===== config.mk =====
export PLATFORM = sky130hd
export DESIGN_NAME = fetch_unit_flat
export DESIGN_NICKNAME = d
export VERILOG_FILES = /design/src/rtl/fetch_pkg.sv /design/src/rtl/fetch_if.sv /design/src/rtl/fetch_buf.sv /design/src/rtl/fetch_unit.sv /design/src/flat_wrapper.sv
export SDC_FILE = /design/constraint.sdc
export NUM_CORES = 1
export LEC_CHECK = 0
export CAP_MARGIN = 15
export CELL_PAD_IN_SITES_DETAIL_PLACEMENT = 2
export CELL_PAD_IN_SITES_GLOBAL_PLACEMENT = 2
export CORE_UTILIZATION = 36
export CTS_BUF_LIST = sky130_fd_sc_hd__clkbuf_4 sky130_fd_sc_hd__clkbuf_8
export DETAILED_ROUTE_END_ITERATION = 8
export PLACE_DENSITY = 0.88
export SETUP_SLACK_MARGIN = 0.3
export SLEW_MARGIN = 25
export SYNTH_ARGS = -nofsm -noshare
export SYNTH_HDL_FRONTEND = slang
export SYNTH_SLANG_ARGS = --single-unit

===== constraint.sdc =====
create_clock -name clk -period 8.6 [get_ports clk]
set_clock_uncertainty 0.2 [all_clocks]
set_input_delay 2.15 -clock clk [delete_from_list [all_inputs] [get_ports clk]]
set_output_delay 2.15 -clock clk [all_outputs]
set_load 0.01 [all_outputs]

===== src/rtl/fetch_pkg.sv =====
// Shared constants and types for the instruction fetch unit and its buffer.
package fetch_pkg;
  localparam int INSN_BYTES      = 4;
  localparam int FETCH_BUF_DEPTH = 2;
  localparam int CNT_W           = $clog2(FETCH_BUF_DEPTH + 1);

  typedef enum logic [1:0] {
    FS_ISSUE = 2'd0,
    FS_WAIT  = 2'd1,
    FS_DRAIN = 2'd2
  } fetch_state_e;

  typedef struct packed {
    logic [31:0] word;
    logic [31:0] pc;
  } fetch_entry_t;
endpackage


===== src/rtl/fetch_if.sv =====
// Fetch unit bus bundle: instruction-memory request/response, redirect and decode-side handshake.
interface fetch_if;
  logic        imem_req;
  logic [31:0] imem_addr;
  logic        imem_rvalid;
  logic [31:0] imem_rdata;
  logic        redirect;
  logic [31:0] redirect_pc;
  logic        ir_ready;
  logic [31:0] ir;
  logic [31:0] ir_pc;
  logic        ir_valid;

  modport master (
    output imem_req, imem_addr, ir, ir_pc, ir_valid,
    input  imem_rvalid, imem_rdata, redirect, redirect_pc, ir_ready
  );

  modport slave (
    input  imem_req, imem_addr, ir, ir_pc, ir_valid,
    output imem_rvalid, imem_rdata, redirect, redirect_pc, ir_ready
  );
endinterface


===== src/rtl/fetch_buf.sv =====
// Small FIFO of fetched {word, pc} entries; flush takes priority over push and pop.
module fetch_buf
  import fetch_pkg::*;
(
  input  logic             clk,
  input  logic             boot,
  input  logic             push,
  input  fetch_entry_t     push_data,
  input  logic             pop,
  input  logic             flush,
  output fetch_entry_t     head,
  output logic [CNT_W-1:0] count
);
  localparam int PTR_W = (FETCH_BUF_DEPTH > 1) ? $clog2(FETCH_BUF_DEPTH) : 1;

  fetch_entry_t     mem [FETCH_BUF_DEPTH];
  logic [PTR_W-1:0] rd_ptr;
  logic [PTR_W-1:0] wr_ptr;
  logic             do_push;
  logic             do_pop;

  function automatic logic [PTR_W-1:0] next_ptr(input logic [PTR_W-1:0] p);
    return (p == PTR_W'(FETCH_BUF_DEPTH - 1)) ? '0 : p + PTR_W'(1);
  endfunction

  assign do_pop  = pop && (count != '0) && !flush;
  assign do_push = push && !flush && ((count != CNT_W'(FETCH_BUF_DEPTH)) || do_pop);

  always_ff @(posedge clk or negedge boot) begin
    if (!boot) begin
      rd_ptr <= '0;
      wr_ptr <= '0;
      count  <= '0;
    end else if (flush) begin
      rd_ptr <= '0;
      wr_ptr <= '0;
      count  <= '0;
    end else begin
      if (do_push) wr_ptr <= next_ptr(wr_ptr);
      if (do_pop)  rd_ptr <= next_ptr(rd_ptr);
      case ({do_push, do_pop})
        2'b10:   count <= count + CNT_W'(1);
        2'b01:   count <= count - CNT_W'(1);
        default: count <= count;
      endcase
    end
  end

  // Entry storage carries no reset; emptiness is tracked by count alone.
  always_ff @(posedge clk) begin
    if (do_push) mem[wr_ptr] <= push_data;
  end

  assign head = (count != '0) ? mem[rd_ptr] : '0;
endmodule


===== src/rtl/fetch_unit.sv =====
// Instruction fetch: one outstanding imem request, redirect handling with stale-response drain.
module fetch_unit
  import fetch_pkg::*;
#(
  parameter logic [31:0] RESET_PC = 32'h0000_0000
) (
  input logic      clk,
  input logic      boot,
  fetch_if.master  bus
);
  localparam logic [1:0] S_ISSUE = FS_ISSUE;
  localparam logic [1:0] S_WAIT  = FS_WAIT;
  localparam logic [1:0] S_DRAIN = FS_DRAIN;

  logic [1:0]       state;
  logic [31:0]      pc;
  logic [31:0]      req_pc;
  logic             issue;
  logic             push;
  logic             pop;
  fetch_entry_t     head;
  fetch_entry_t     push_data;
  logic [CNT_W-1:0] count;

  // Gating with boot keeps imem_req low while reset is held.
  assign issue = boot && (state == S_ISSUE) && (count < CNT_W'(FETCH_BUF_DEPTH)) && !bus.redirect;
  assign push  = (state == S_WAIT) && bus.imem_rvalid && !bus.redirect;
  assign pop   = bus.ir_valid && bus.ir_ready && !bus.redirect;

  assign push_data = '{word: bus.imem_rdata, pc: req_pc};

  assign bus.imem_req  = issue;
  assign bus.imem_addr = issue ? pc : '0;
  assign bus.ir_valid  = (count != '0);
  assign bus.ir        = head.word;
  assign bus.ir_pc     = head.pc;

  always_ff @(posedge clk or negedge boot) begin
    if (!boot) begin
      state  <= S_ISSUE;
      pc     <= RESET_PC;
      req_pc <= '0;
    end else if (bus.redirect) begin
      pc <= bus.redirect_pc;
      case (state)
        S_WAIT:  state <= bus.imem_rvalid ? S_ISSUE : S_DRAIN;
        S_DRAIN: state <= bus.imem_rvalid ? S_ISSUE : S_DRAIN;
        default: state <= S_ISSUE;
      endcase
    end else begin
      case (state)
        S_ISSUE: begin
          if (issue) begin
            req_pc <= pc;
            pc     <= pc + 32'(INSN_BYTES);
            state  <= S_WAIT;
          end
        end
        S_WAIT:  if (bus.imem_rvalid) state <= S_ISSUE;
        S_DRAIN: if (bus.imem_rvalid) state <= S_ISSUE;
        default: state <= S_ISSUE;
      endcase
    end
  end

  fetch_buf u_buf (
    .clk       (clk),
    .boot      (boot),
    .push      (push),
    .push_data (push_data),
    .pop       (pop),
    .flush     (bus.redirect),
    .head      (head),
    .count     (count)
  );
endmodule


===== src/flat_wrapper.sv =====
// flat-port wrapper written by rule: the top's interface ports become plain ports
module fetch_unit_flat import fetch_pkg::*;
#(
  parameter logic [31:0] RESET_PC = 32'h0000_0000
)
  (clk, boot, bus_imem_req, bus_imem_addr, bus_ir, bus_ir_pc, bus_ir_valid, bus_imem_rvalid, bus_imem_rdata, bus_redirect, bus_redirect_pc, bus_ir_ready);
  fetch_if bus_i ();
  input logic clk;
  input logic boot;
  output wire logic [$bits(bus_i.imem_req)-1:0] bus_imem_req;
  output wire logic [$bits(bus_i.imem_addr)-1:0] bus_imem_addr;
  output wire logic [$bits(bus_i.ir)-1:0] bus_ir;
  output wire logic [$bits(bus_i.ir_pc)-1:0] bus_ir_pc;
  output wire logic [$bits(bus_i.ir_valid)-1:0] bus_ir_valid;
  input wire logic [$bits(bus_i.imem_rvalid)-1:0] bus_imem_rvalid;
  input wire logic [$bits(bus_i.imem_rdata)-1:0] bus_imem_rdata;
  input wire logic [$bits(bus_i.redirect)-1:0] bus_redirect;
  input wire logic [$bits(bus_i.redirect_pc)-1:0] bus_redirect_pc;
  input wire logic [$bits(bus_i.ir_ready)-1:0] bus_ir_ready;
  assign bus_imem_req = bus_i.imem_req;
  assign bus_imem_addr = bus_i.imem_addr;
  assign bus_ir = bus_i.ir;
  assign bus_ir_pc = bus_i.ir_pc;
  assign bus_ir_valid = bus_i.ir_valid;
  assign bus_i.imem_rvalid = bus_imem_rvalid;
  assign bus_i.imem_rdata = bus_imem_rdata;
  assign bus_i.redirect = bus_redirect;
  assign bus_i.redirect_pc = bus_redirect_pc;
  assign bus_i.ir_ready = bus_ir_ready;
  fetch_unit #(.RESET_PC(RESET_PC)) u_core (.clk(clk), .boot(boot), .bus(bus_i));
endmodule

==> impl_metrics.ini, run 1 <==
[timing]
timing.final.hold_violations = 0
rsz0062_at_grt = no
worst_slew_pin_slew_ns = 0.9419
max_freq_mhz = 145.4
finalSetupViolCount = 0
min_period_ns = 6.877
tns_ns = 0
min_period_over_period_pct = 79.97
hold_ws_ns = 0.2916
max_slew_margin_pct = 37.21
slew_violations = 0

[critical_path]
cpMostUsedCell = clkdlybuf4s50_1
criticalPathCategory = in -> out
cp_slowest_cell = clkdlybuf4s50_1
required_ns = 6.25
crit_buf_inv = 4
critPathMaxFanout = 29
cp.depth = 6
cp-end-kind = output port
ff2ff_path_depth = 7
slowest_delay_ns = 0.59
arrival_ns = 4.53
crit_chain = clkdlybuf4s50_1 > buf_4 > inv_2 > nand2_1 > nor2_1 > clkdlybuf4s50_1
cp_top_family = buffers and inverters
setup.worst_path.start_class = input pin

[synth]
ys_seq_area_share_pct = 67.96
yosysWarnings = 0
synth_top_area_share_pct = 46.69
synth_edf_count = 128
ys_async_sr_fraction_pct = 35.35
syn-cell-area_sq_mm = 0.008233
synth_fp_nets = 698
synth_largest_area_cell = edfxtp_1
ys.flop_type = edfxtp_1
synthTopCellsByArea = edfxtp_1 47%, dfrtp_1 21%, mux2i_1 7.9%
syn_area_per_cell_sq_um = 13.15
ys_ff_latch = 198
netlist_instances = 626
synth_cell_type_count = 38

[floorplanning]
rows = 54
die_width_um = 153.2
coreArea_sq_mm = 0.02209
die_y_um = 153.2
start_util_pct = 37.26
ioPinCount = 167
die_area_sq_mm = 0.02348

[routing]
wl_per_cell_um = 23.65
route.detailed.drc = 0
drtIter0Drc = 315
ant_nets = 0
wirelength_um = 25500
routed-via-count = 5856
dr.pass1.iters = 4
vias_per_cell = 5.432

[clock_tree]
hold_buffers = 0
clk_latency_ns = 0.47
cts_setup_buffers = 0
clock_sink_count = 198
htreeDepth = 4
cts_resized = 0
root_buffer = clkbuf_8
cts_buffers = 17
clock_path_buffers = 2
path_clk_slew_ns = 0.10
cts_tree = built

[global_routing]
grt_use_total_pct = 22.64
grt_pass1_vias = 6641
grt_antenna_before_repair = 0
grt_overflow = 0
grt_max_degree = 71
grt_pass1_wl_um = 39970

[power]
p_int_mw = 1.613
ir_worst_vdd_mv = 0.1062
switching_share_pct = 31.03
p_seq_share_pct = 56.0
leakage_nw = 3.887
p_clk_share_pct = 24.2
switching_power_mw = 0.7257
pwr-share-comb_pct = 19.8
power_mw = 2.339
cellPowerDensity_mw_per_mm2 = 221.0

[finish]
finalNetCount = 857
stdcell_area_sq_mm = 0.01058
fin_cells = 1078
fillers = 2166
drive_gt1_share_pct = 6.516
antennaDiodeCount = 0
syn_to_final_growth_pct = 28.54

[worst_hold_path]
min_path_type = reg -> reg
min_path_cells = 0

[placed_design]
place_congestion = 0.7919
dpl_cell_area_sq_mm = 0.01022
placed_cells = 1046
port-buffer-count = 166
dp_hpwl_um = 17310

[outcome]
status = complete, no violations

[job]
cap_violations = 0
worst register-to-register path, stage by stage (launching register included):
cell and delay (ns):
dfrtp_1 0.38, inv_1 0.12, ha_1 0.26, and3b_1 0.75
buf_4 0.38, nand4_1 0.27, or4_1 0.47, a31oi_1 0.20
cell usage after synthesis (2+ instances only):
cell type and n:
inv_1 8, or3_1 5, and4b_1 2, dfrtp_1 70
o31ai_1 15, clkbuf_1 27, o21ai_0 15, and3_1 32
mux2i_1 65, ha_1 3, edfxtp_1 128, nor2_1 93
nor3_1 2, xnor2_1 3, or4_1 16, nor2b_1 2
nand2b_1 2, nand3_1 16, xor2_1 7, and4_1 3
a21oi_1 4, buf_1 10, nand2_1 24, a31oi_1 20
a21o_1 32, nand4_1 10
cell type report:
type / count / area, sq um / share of cell area (%)
repair buffers: 178 / 1769 / 16.72
clock inverters: 14 / 117.6 / 1.111
flip-flops and latches: 198 / 5599 / 52.91
multi-input cells: 382 / 2475 / 23.39
clock buffers: 18 / 241.5 / 2.282
well taps: 280 / 350.3 / 3.310
inverters: 8 / 30.03 / 0.2838
layer usage:
layer  GRT usage [%]  share of wire, %  vias up  routed length [um]
li1                -                 -     2626                   -
met2           41.77                54      193               13720
met1           26.46                39     2997               10060
met4           7.648               2.0        0                 522
met3           3.828               4.7       40                1199
met5               0                 0        -                   0
cell usage in the layout (no fill, tap or decap), types with 2 or more instances in the layout:
master	netlist	routed
or4_1	16	16
mux2i_1	65	65
or3_1	5	5
and3_1	32	32
nand2b_1	2	2
inv_8	0	2
a31oi_1	20	20
nand4_1	10	10
clkbuf_8	0	17
buf_4	0	12
o31ai_1	15	15
nand2_1	24	24
nor2b_1	2	2
nand3_1	16	16
clkinv_4	0	5
and4b_1	2	2
o21ai_0	15	15
a21oi_1	4	4
and4_1	3	3
xor2_1	7	7
clkdlybuf4s50_1	0	165
inv_1	8	7
inv_6	0	4
edfxtp_1	128	128
xnor2_1	3	3
a21o_1	32	32
ha_1	3	3
nor2_1	93	92
dfrtp_1	70	69
cell families (layout without fill, tap and decap cells):
logic type | count (synthesis) | in the layout | synth area share [%]
muxes | 66 | 66 | 8.039
DFF | 198 | 198 | 67.96
buffers and inverters | 46 | 218 | 2.189
xor gates and xnor gates | 10 | 10 | 1.064
adders and majority gates | 3 | 3 | 0.4560
AOI/OAI and AO/OA | 91 | 91 | 7.477
and+or+nand+nor | 212 | 212 | 12.81
worst paths after layout:
path                                               from                           endpoint  slack [ns]
setup / recovery                           bus_redirect                  bus_imem_addr[20]        1.72
hold / removal             u_core.req_pc[0]$_DFFE_PN0P_   u_core.u_buf.mem[0][0]$_DFFE_PP_        0.29
setup reg to reg            u_core.state[1]$_DFFE_PN0P_          u_core.pc[27]$_DFFE_PN0N_        5.51
hold reg to reg            u_core.req_pc[0]$_DFFE_PN0P_   u_core.u_buf.mem[0][0]$_DFFE_PP_        0.29
max in group asynchronous                          boot    u_core.u_buf.rd_ptr$_DFFE_PN0P_        5.76
min in group asynchronous                          boot  u_core.u_buf.count[1]$_DFFE_PN0P_        1.71
flip-flops by register name (all words and copies together) (netlist names):
| register | cells |
|---|---|
| u_core.pc | 32 |
| u_core.req_pc | 32 |
| u_core.u_buf.count | 2 |
| u_core.u_buf.wr_ptr | 1 |
| u_core.state | 2 |
| u_core.u_buf.mem | 128 |
| u_core.u_buf.rd_ptr | 1 |
metrics by stage:
stage          setup slack (ns)  util [%]
3_5_place_dp              1.707     46.27
6_report                  1.723     47.90
3_3_place_gp              1.863     46.15
4_1_cts                   1.717     47.90
5_1_grt                   1.622     47.90
2_1_floorplan            0.5824         -
power by group through the flow:
stage          Sequential, mW  Combinational (mW)  Clock (mW)
4_1_cts                  1.31               0.470       0.580
5_1_grt                  1.32               0.502       0.615
3_3_place_gp             1.31               0.421           0
2_1_floorplan            1.26               0.253           0
6_report                 1.31               0.464       0.566
3_5_place_dp             1.33               0.460           0
(Power assumes the default switching activity.)
==> run 2, diff against run 1 <==
Settings changed: CORE_UTILIZATION 36 to 32, PLACE_DENSITY 0.88 to 0.84.
Clock period 8.6 ns to 5.75 ns, I/O delays scaled along.
==> run 2 against run 1 <==
Die area up 12%. First-iteration DRC count shrank 22%. Non-clock buffer count increased by 1. Combinational power grew 45%. Clock-buffer cell count fell by 1. Critical path depth fell by 1. Largest power group unchanged.
==> impl_metrics.ini, run 2 (synthesis gave the netlist of run 1 again) <==
[floorplanning]
die_area_sq_mm = 0.02637
ioPinCount = 167
start_util_pct = 32.69
rows = 58
coreArea_sq_mm = 0.02518
die_width_um = 162.4
die_y_um = 162.4

[finish]
largest-register = u_core.u_buf.mem
fillers = 2489
final_common_cell = clkdlybuf4s50_1
largest_reg_flops = 128
syn_to_final_growth_pct = 30.12
drive_gt1_share_pct = 6.642
largest_registers = u_core.u_buf.mem (128), u_core.pc (32), u_core.req_pc (32)
finalNetCount = 858
antennaDiodeCount = 0
final_cell_mix = 165 x clkdlybuf4s50_1, 128 x edfxtp_1, 92 x nor2_1

[critical_path]
criticalPathCategory = in -> out
critPathMaxFanout = 36
ff2ff_path_depth = 6
setup.worst_path.start_class = input pin
required_ns = 4.11
regToRegStartpoint = u_core.state[1]$_DFFE_PN0P_
rrSetupSlack_ns = 2.94
cp-end-kind = output port
timing.rr.end = u_core.u_buf.mem[0][24]$_DFFE_PP_
arrival_ns = 3.57

[timing]
worst_slew_pin_slew_ns = 0.9522
min_period_over_period_pct = 90.56
tns_ns = 0
timing.final.hold_violations = 0
hold_ws_ns = 0.2870
max_slew_margin_pct = 36.52
min_period_ns = 5.207
rsz0062_at_grt = no
max_freq_mhz = 192.0
fin_ws_ns = 0.5427
finalSetupViolCount = 0
slew_violations = 0

[clock_tree]
clock_path_buffers = 2
root_buffer = clkbuf_8
clock_sink_count = 198
cts_buffers = 17
path_clk_slew_ns = 0.11
hold_buffers = 0
cts_tree = built
cts_resized = 0
clk_latency_ns = 0.46
htreeDepth = 4
cts_setup_buffers = 0

[routing]
routed-via-count = 5755
drtIter0Drc = 246
wirelength_um = 23950
dr.pass1.iters = 4
route.detailed.drc = 0
vias_per_cell = 5.102
wl_per_cell_um = 21.23
ant_nets = 0

[placed_design]
place_congestion = 0.7464
dp_hpwl_um = 16930
preCtsSetupSlack_ns = 0.5506
port-buffer-count = 166

[power]
p_seq_share_pct = 55.6
switching_share_pct = 30.07
cellPowerDensity_mw_per_mm2 = 328.4
leakage_nw = 3.908
p_int_mw = 2.460
pwr-share-comb_pct = 19.1
p_clk_share_pct = 25.3
ir_worst_vdd_mv = 0.1480
switching_power_mw = 1.058

[global_routing]
grt_pass1_vias = 6433
grt_use_total_pct = 18.75
grt_overflow = 0
grt_antenna_before_repair = 0
grt_pass1_wl_um = 37140
grt_max_degree = 70

[outcome]
status = complete, no violations

[worst_hold_path]
min_delay_worst_endpoint = u_core.u_buf.mem[1][28]$_DFFE_PP_
min_path_type = reg -> reg
min_from = u_core.req_pc[28]$_DFFE_PN0P_
min_path_cells = 0

[job]
cap_violations = 0
## run 2: changes by cell type in the layout (fill, tap and decap cells not counted), sizes merged
cell,delta
clkbuf,-1
clkinvlp,+2
clkinv,-5
buf,+1
inv,+2
bufinv,+1
## run 2: area by class of cell
type	count	area (sq um)	share of cell area, %
clock buffer	17	234.0	2.184
sequential	198	5599	52.27
tap	330	412.9	3.854
multi-input combinational	382	2487	23.22
timing repair buffer	179	1789	16.70
inverter	8	30.03	0.2803
clock inverter	14	160.2	1.495
## run 2: worst max path at each step
stage	from	end
floorplan	bus_redirect	u_core.u_buf.mem[0][0]$_DFFE_PP_
global placement	bus_redirect	bus_imem_addr[14]
detailed placement	bus_redirect	bus_imem_addr[14]
CTS	bus_redirect	bus_imem_addr[14]
global route	bus_redirect	bus_imem_addr[14]
finish	bus_redirect	bus_imem_addr[14]
## run 2: layer usage
layer  share of wire (%)  GRT usage (%)  wire length [um]  vias up
met5                   0              0                 0        -
met4                 1.9          6.432               463        0
li1                    -              -                 -     2628
met1                  42          22.48             10110     2966
met3                 3.4          2.852               806       28
met2                  52          34.03             12570      133
## run 2: power by group through the flow
| stage | registers, mW | logic, mW | clock network (mW) |
|---|---|---|---|
| 3_5_place_dp | 2.00 | 0.681 | 0 |
| 5_1_grt | 1.98 | 0.735 | 0.961 |
| 6_report | 1.96 | 0.671 | 0.890 |
| 3_3_place_gp | 1.98 | 0.641 | 0 |
| 4_1_cts | 1.96 | 0.686 | 0.924 |
| 2_1_floorplan | 1.89 | 0.379 | 0 |
## run 2: critical path, cell delays in order
cell and delay (ns):
clkdlybuf4s50_1 0.44, inv_2 0.48, nand2_1 0.38, nor2_1 0.25, clkdlybuf4s50_1 0.57
## run 2: through the flow
| step | utilization, % | power [mW] | cells | instance area [sq um] |
|---|---|---|---|---|
| global placement | 40.87 | 2.622 | 1096 | 10290 |
| detailed placement | 40.98 | 2.676 | 1097 | 10320 |
| floorplan | - | 2.265 | 626 | 8243 |
| global route | 42.54 | 3.678 | 1128 | 10710 |
| CTS | 42.54 | 3.572 | 1128 | 10710 |
| finish | 42.54 | 3.518 | 1128 | 10710 |
